`src/rtl/pc_sequencer_if.sv`:
```
//==============================================================================
// pc_sequencer_if : control/status bundle between a host and pc_sequencer
// Rev 1.0
//==============================================================================
`default_nettype none

interface pc_sequencer_if #(
  parameter int ADDR_MAX  = 16,
  parameter int OFF_W     = 12,
  parameter int RAS_DEPTH = 4
);
  localparam int CNT_W = $clog2(RAS_DEPTH + 1);

  logic                enable;
  logic [2:0]          op;
  logic                cond;
  logic [OFF_W-1:0]    offset;
  logic [ADDR_MAX-1:0] target;
  logic [ADDR_MAX-1:0] pc;
  logic [CNT_W-1:0]    ras_count;
  logic                ras_full;
  logic                ras_empty;
  logic                ras_err;

  modport master (
    output enable, op, cond, offset, target,
    input  pc, ras_count, ras_full, ras_empty, ras_err
  );

  modport slave (
    input  enable, op, cond, offset, target,
    output pc, ras_count, ras_full, ras_empty, ras_err
  );
endinterface

`default_nettype wire

```
`src/rtl/pc_sequencer.sv`:
```
//==============================================================================
// pc_sequencer : program counter with relative/absolute branches and a RAS
// Rev 1.0
//==============================================================================
`default_nettype none

module pc_sequencer #(
  parameter int ADDR_MAX  = 16,
  parameter int OFF_W     = 12,
  parameter int RAS_DEPTH = 4,
  parameter int RESET_VEC = 0
) (
  input  logic             clk,
  input  logic             rst,
  pc_sequencer_if.slave    bus
);
  localparam int CNT_W = $clog2(RAS_DEPTH + 1);

  localparam logic [2:0] OP_SEQ  = 3'd0;
  localparam logic [2:0] OP_BR   = 3'd1;
  localparam logic [2:0] OP_BRC  = 3'd2;
  localparam logic [2:0] OP_JMP  = 3'd3;
  localparam logic [2:0] OP_CALL = 3'd4;
  localparam logic [2:0] OP_RET  = 3'd5;

  localparam logic [ADDR_MAX-1:0] RESET_PC = ADDR_MAX'(RESET_VEC);

  logic [ADDR_MAX-1:0] pc_q;
  logic [CNT_W-1:0]    count;
  logic                err;
  // Entry 0 is the top of stack; a push shifts everything down one slot so
  // the oldest entry falls off the end when the stack is already full.
  logic [ADDR_MAX-1:0] stack [RAS_DEPTH];

  logic signed [OFF_W-1:0] off_s;
  logic [ADDR_MAX-1:0]     seq_pc;
  logic [ADDR_MAX-1:0]     br_pc;
  logic                    is_full;
  logic                    is_empty;

  assign off_s    = bus.offset;
  assign seq_pc   = pc_q + ADDR_MAX'(1);
  assign br_pc    = pc_q + ADDR_MAX'(off_s);
  assign is_full  = (count == CNT_W'(RAS_DEPTH));
  assign is_empty = (count == '0);

  always_ff @(posedge clk or posedge rst) begin
    if (rst) begin
      pc_q  <= RESET_PC;
      count <= '0;
      err   <= 1'b0;
      for (int i = 0; i < RAS_DEPTH; i++) begin
        stack[i] <= '0;
      end
    end else if (bus.enable) begin
      case (bus.op)
        OP_SEQ: pc_q <= seq_pc;
        OP_BR:  pc_q <= br_pc;
        OP_BRC: pc_q <= bus.cond ? br_pc : seq_pc;
        OP_JMP: pc_q <= bus.target;
        OP_CALL: begin
          pc_q     <= bus.target;
          stack[0] <= seq_pc;
          for (int i = 1; i < RAS_DEPTH; i++) begin
            stack[i] <= stack[i-1];
          end
          if (is_full) begin
            err <= 1'b1;
          end else begin
            count <= count + CNT_W'(1);
          end
        end
        OP_RET: begin
          if (is_empty) begin
            pc_q <= seq_pc;
            err  <= 1'b1;
          end else begin
            pc_q <= stack[0];
            for (int i = 0; i < RAS_DEPTH - 1; i++) begin
              stack[i] <= stack[i+1];
            end
            stack[RAS_DEPTH-1] <= '0;
            count <= count - CNT_W'(1);
          end
        end
        default: pc_q <= seq_pc;
      endcase
    end
  end

  assign bus.pc        = pc_q;
  assign bus.ras_count = count;
  assign bus.ras_full  = is_full;
  assign bus.ras_empty = is_empty;
  assign bus.ras_err   = err;

endmodule

`default_nettype wire

```
`src/flat_wrapper.sv`:
```
// flat-port wrapper written by rule: the top's interface ports become plain ports
module pc_sequencer_flat 
#(
  parameter int ADDR_MAX  = 16,
  parameter int OFF_W     = 12,
  parameter int RAS_DEPTH = 4,
  parameter int RESET_VEC = 0
)
  (clk, rst, bus_enable, bus_op, bus_cond, bus_offset, bus_target, bus_pc, bus_ras_count, bus_ras_full, bus_ras_empty, bus_ras_err);
  pc_sequencer_if #(.ADDR_MAX(ADDR_MAX), .OFF_W(OFF_W), .RAS_DEPTH(RAS_DEPTH)) bus_i ();
  input  logic clk;
  input  logic rst;
  input wire logic [$bits(bus_i.enable)-1:0] bus_enable;
  input wire logic [$bits(bus_i.op)-1:0] bus_op;
  input wire logic [$bits(bus_i.cond)-1:0] bus_cond;
  input wire logic [$bits(bus_i.offset)-1:0] bus_offset;
  input wire logic [$bits(bus_i.target)-1:0] bus_target;
  output wire logic [$bits(bus_i.pc)-1:0] bus_pc;
  output wire logic [$bits(bus_i.ras_count)-1:0] bus_ras_count;
  output wire logic [$bits(bus_i.ras_full)-1:0] bus_ras_full;
  output wire logic [$bits(bus_i.ras_empty)-1:0] bus_ras_empty;
  output wire logic [$bits(bus_i.ras_err)-1:0] bus_ras_err;
  assign bus_i.enable = bus_enable;
  assign bus_i.op = bus_op;
  assign bus_i.cond = bus_cond;
  assign bus_i.offset = bus_offset;
  assign bus_i.target = bus_target;
  assign bus_pc = bus_i.pc;
  assign bus_ras_count = bus_i.ras_count;
  assign bus_ras_full = bus_i.ras_full;
  assign bus_ras_empty = bus_i.ras_empty;
  assign bus_ras_err = bus_i.ras_err;
  pc_sequencer #(.ADDR_MAX(ADDR_MAX), .OFF_W(OFF_W), .RAS_DEPTH(RAS_DEPTH), .RESET_VEC(RESET_VEC)) u_core (.clk(clk), .rst(rst), .bus(bus_i));
endmodule
```
`config.mk`:
```
export PLATFORM = sky130hd
export DESIGN_NAME = pc_sequencer_flat
export DESIGN_NICKNAME = d
export VERILOG_FILES = /design/src/rtl/pc_sequencer_if.sv /design/src/rtl/pc_sequencer.sv /design/src/flat_wrapper.sv
export SDC_FILE = /design/constraint.sdc
export NUM_CORES = 1
export LEC_CHECK = 0
export BUFFER_PORTS_ARGS = -buffer_cell sky130_fd_sc_hd__clkbuf_2
export CORE_UTILIZATION = 60
export DETAILED_ROUTE_END_ITERATION = 12
export PLACE_DENSITY = 0.81
export SLEW_MARGIN = 0
export SYNTH_ARGS = -nofsm -noshare
export SYNTH_HDL_FRONTEND = slang
export SYNTH_SLANG_ARGS = --single-unit
```
`constraint.sdc`:
```
create_clock -name clk -period 7.2 [get_ports clk]
set_input_delay 1.44 -clock clk [delete_from_list [all_inputs] [get_ports clk]]
set_output_delay 1.44 -clock clk [all_outputs]
set_load 0.005 [all_outputs]
```
Word-level counts from Yosys, hierarchy flattened. Index checks and enable logic that the tools add are counted.

Output and inout bits: 22. Input bits: 35. Register bits after elaboration: 84.

Add/sub/neg operators: 4. Multiplexer cells: 11. Reductions and logical operators: 6. Equality and inequality tests: 10.

Operators with widths (count): 64-bit case mux with 2 select lines (1); 64-bit two-way mux (1); 16-bit case mux with 4 select lines (1); 16-bit two-way mux (2); 16-bit by 1-bit adder with 16-bit output (second input constant) (1); 16-bit adder (1); 3-bit equality test (second input constant) (3); 2-bit != test (second input constant) (4); 4-bit AND reduction (2); 3-bit by 2-bit equality test with 1-bit output (second input constant) (2); 3-bit two-way mux (2); 3-bit case mux with 2 select lines (1); 3-bit by 1-bit adder with 3-bit output (second input constant) (1); 3-bit by 1-bit equality test with 1-bit output (second input constant) (1); 3-bit zero test (1); 3-bit AND reduction (1); 3-bit by 1-bit subtractor with 3-bit output (second input constant) (1); 1-bit two-way mux (2); 1-bit case mux with 2 select lines (1); 2-bit nonzero test (1); 2-bit OR reduction (1).

Longest topological paths before layout.
Depth after elaboration: 3. Depth in mapped cells: 10. Mapped depth without buffers: 10.

Least setup slack after synthesis. OpenSTA, ideal clock, no wires.

Path type: input-to-reg. From: input port bus_offset[7]. To: register u_core.pc_q[14] (netlist: u_core.bus.pc[14]). Buffers on the path: 0. Data required time: 7.106 ns. Cell stages on the path: 8. Arrival time: 3.066 ns. Slack: 4.040 ns. Cells stage by stage: ha_1 > and4_1 > a221oi_1 > nand2_1 > a31oi_1 > mux2i_1 > a31oi_1 > a211oi_1.

Longest elaborated chain between the ends: 3.

RTL lines: from (decl) (RTL line flat_wrapper.sv:16) `input wire logic [$bits(bus_i.offset)-1:0] bus_offset;`; 16-bit adder (*) (RTL line pc_sequencer.sv:43) `assign br_pc = pc_q + ADDR_MAX'(off_s);`; 16-bit two-way mux (RTL line pc_sequencer.sv:59) `OP_BRC: pc_q <= bus.cond ? br_pc : seq_pc;`; 16-bit case mux with 4 select lines (*) (RTL line pc_sequencer.sv:56) `case (bus.op)`; to (signal assigned) (RTL line pc_sequencer.sv:57) `OP_SEQ: pc_q <= seq_pc;`; to (signal assigned) (RTL line pc_sequencer.sv:59); to (signal assigned) (RTL line pc_sequencer.sv:60) `OP_JMP: pc_q <= bus.target;`; to (decl) (RTL line pc_sequencer.sv:28) `logic [ADDR_MAX-1:0] pc_q;`.

Mark *: on every way between the ends. The rest lies on a longest branch, timed or not. A chain may end at the register's enable or synchronous reset.

Worst setup path after layout.
From: input port bus_enable. To: register u_core.count[1] (netlist: u_core.bus.ras_count[1]).

Longest elaborated chain between the ends: 1.

RTL lines: from (decl) (RTL line flat_wrapper.sv:13) `input wire logic [$bits(bus_i.enable)-1:0] bus_enable;`; 4-bit AND reduction (no line); to (signal assigned) (RTL line pc_sequencer.sv:70) `count <= count + CNT_W'(1);`; to (signal assigned) (RTL line pc_sequencer.sv:83) `count <= count - CNT_W'(1);`; to (decl) (RTL line pc_sequencer.sv:29) `logic [CNT_W-1:0] count;`.

No other way between the ends.

==> run_results.csv <==
group,metric,value,unit
status,status,"completed",
timing,worst_pin_slew,1.11,ns
synthesis,synth-adder-area-share,4.66,%
timing,setup_viol,0,
global_route,overflow,0,
clock_network,cts_setup_buffers,0,
critical_path,required,7.49,ns
synthesis,synth-seq-cells,84,
place,gp_congestion,0.823,
timing,period_needed,3.45,ns
synthesis,yosysSeqAreaShare,40.8,%
critical_path,arrival,3.73,ns
drt,avgViaCountPerCell,6.12,
clock_network,cts_tree,"done",
floorplan,rows,33,
synthesis,syn_nets,621,
synthesis,synth_area,0.00516,mm2
global_route,grt_usage,28.8,%
clock_network,clock_latency,0.36,ns
floorplan,die_y,94.7,um
clock_network,ctsResizeCount,0,
floorplan,die_x,94.7,um
drt,wl_per_cell,16.9,um
floorplan,io_pins,57,
synthesis,synth_edf_count,0,
clock_network,ctsLongestPathBuffers,2,
clock_network,cts.sink_count,84,
clock_network,clkTransAtPathRegs,0.09,ns
global_route,grt_max_degree,115,
synthesis,synthSimpleGateAreaFrac,14.8,%
timing,final_hold_viol_count,0,
timing,clock_skew,0.0129,ns
drt,drtIter0Drc,308,
global_route,grt_pass1_wl,19600,um
synthesis,synth_top_family_by_area,"compound AO/OA/AOI/OAI gates",
final_layout,num-nets-final,661,
timing,tns,0,ns
clock_network,cts_buffers,9,
timing,slew_violations,0,
clock_network,cts_root_buffer,"clkbuf_8",
timing,period_share,47.9,%
final_layout,fillers,658,
synthesis,ys_dominant_reg_cell,"dfrtp_1",
floorplan,dieArea,0.00897,mm2
place,hpwl,8400,um
timing,clock.fmax,0.290,GHz
timing,slew_headroom,25.6,%
drt,ant_nets,0,
final_layout,drive_gt1_share,13.7,%
critical_path,start_kind,"input pin",
drt,drt_pass1_iterations,5,
synthesis,synth_cell_types,59,
drt,totalWireLength,12200,um
synthesis,syn_avg_cell_area,9.08,um2
clock_network,hold_buffers,0,
drt,vias,4386,
power_and_ir_drop,peakVddDrop,0.205,mV
final_layout,finalInstanceArea,0.00565,mm2
clock_network,htreeDepth,3,
final_layout,layout_commonest_cell,"nand2_1",
final_layout,syn2layout_area_growth,9.58,%
floorplan,start_util,62.5,%
synthesis,synth_xor_area_share,4.59,%
worst_hold_path,hp-class,"reg -> reg",
final_layout,final_cell_mix,"nand2_1, dfrtp_1, o21ai_0",
synthesis,muxShareOfSynthArea,7.38,%
critical_path,critPathKind,"in -> reg",
drt,drc_errors,0,
place,numPortBuffers,56,
synthesis,syn_inst,568,
critical_path,critPathMaxFanout,114,
global_route,grt_pass1_vias,4042,
synthesis,ys_async_sr_fraction,100,%
place,place_area,0.00548,mm2
global_route,antenna_found_initial,0,
synthesis,yosysWarnings,0,
power_and_ir_drop,powerDensity,305,mW/mm2
timing,rsz0062_at_grt,"false",
synthesis,synth_compound_area_share,23.8,%
floorplan,core,0.00826,mm2
job,drv_cap,0,
critical_path,endpoint_kind,"register",
power_and_ir_drop,leakage,2.75,nW
final_layout,num_antenna_cells,0,
## cells in the mapped netlist (3+ instances only)
| master | instances | share of area [%] |
|---|---|---|
| a211oi_1 | 7 | 1.0 |
| a21oi_1 | 19 | 1.8 |
| a221oi_1 | 7 | 1.2 |
| a22o_1 | 17 | 2.9 |
| a22oi_1 | 10 | 1.5 |
| a311oi_1 | 3 | 0.51 |
| a31oi_1 | 5 | 0.61 |
| and4_1 | 4 | 0.68 |
| buf_1 | 6 | 0.44 |
| buf_2 | 13 | 1.3 |
| clkbuf_1 | 10 | 0.73 |
| dfrtp_1 | 84 | 41 |
| ha_1 | 16 | 3.9 |
| inv_1 | 19 | 1.4 |
| mux2i_1 | 38 | 7.4 |
| nand2_1 | 85 | 6.2 |
| nand2b_1 | 5 | 0.61 |
| nand3_1 | 12 | 1.2 |
| nor2_1 | 33 | 2.4 |
| nor2b_1 | 4 | 0.49 |
| nor3_1 | 5 | 0.49 |
| o211ai_1 | 7 | 1.0 |
| o21a_1 | 11 | 1.6 |
| o21ai_0 | 76 | 7.4 |
| xnor2_1 | 19 | 3.2 |
| xor2_1 | 8 | 1.4 |
## path summary, 6_finish.rpt
kind,from,endpoint,slack [ns],depth (start not counted)
worst min-delay path,u_core.bus.ras_err$_DFFE_PP0P_,u_core.bus.ras_err$_DFFE_PP0P_,0.50,2
worst min register to register,u_core.bus.ras_err$_DFFE_PP0P_,u_core.bus.ras_err$_DFFE_PP0P_,0.50,2
worst max-delay path,bus_enable,u_core.bus.ras_count[1]$_DFFE_PP0P_,3.75,5
worst max register to register,u_core.bus.pc[7]$_DFFE_PP0P_,u_core.bus.pc[10]$_DFFE_PP0P_,4.63,8
min in group asynchronous,rst,u_core.bus.ras_count[1]$_DFFE_PP0P_,1.40,3
max in group asynchronous,rst,u_core.bus.pc[9]$_DFFE_PP0P_,5.13,3
## sequential cells by signal, indices dropped and copies added, names as in the netlist
name	cells
u_core.bus.pc	16
u_core.bus.ras_count	3
u_core.bus.ras_err	1
u_core.stack	64
## routing by layer
layer  share of wire [%]  up-vias  track usage (%)
li1                    -     2142                -
met1                  45     2105             38.3
met2                  49      125             47.5
met3                 4.6       14             5.56
met4                 1.5        0             8.59
met5                   0        -                0
## where the power goes
part	internal, mW	switching, mW	leakage, nW
sequential	0.628	0.168	1.07
clock	0.143	0.169	0.0889
combinational	0.281	0.332	1.60
total	1.05	0.670	2.75
## worst max-delay path, cell delays in order
cell and delay [ns]:
clkbuf_2 0.52, nand3_4 0.93, a31oi_1 0.61, nor2_1 0.07, a21oi_1 0.14
## kinds of logic (layout without fill, tap and decap cells)
family,count (synthesis),count (layout)
compound gates,188,188
simple gates,163,163
flops,84,84
buf+inv,50,94
mux,38,38
xor+xnor,27,27
fa+ha+maj,18,18
## through the flow
stage | hold slack [ns] | std cells | setup slack (ns) | utilization [%] | power (mW)
finish | 0.502 | 717 | 3.75 | 68.4 | 1.72
global route | 0.528 | 717 | 3.45 | 68.4 | 1.85
CTS | 0.505 | 717 | 3.79 | 68.4 | 1.73
detailed placement | 0.485 | 702 | 3.41 | 66.3 | 1.41
global placement | 0.465 | 702 | 3.46 | 66.3 | 1.38
floorplan | 0.460 | 568 | 3.59 | - | 1.22
## cell type report
cell class | instances | area, um2 | area share [%]
multi-input cells | 434 | 2860 | 50.6
well taps | 105 | 131 | 2.32
clock inverters | 3 | 21.3 | 0.376
clock buffers | 12 | 155 | 2.75
repair buffers | 60 | 310 | 5.49
flip-flops and latches | 84 | 2100 | 37.2
inverters | 19 | 72.6 | 1.28
(Power assumes the default switching activity.)
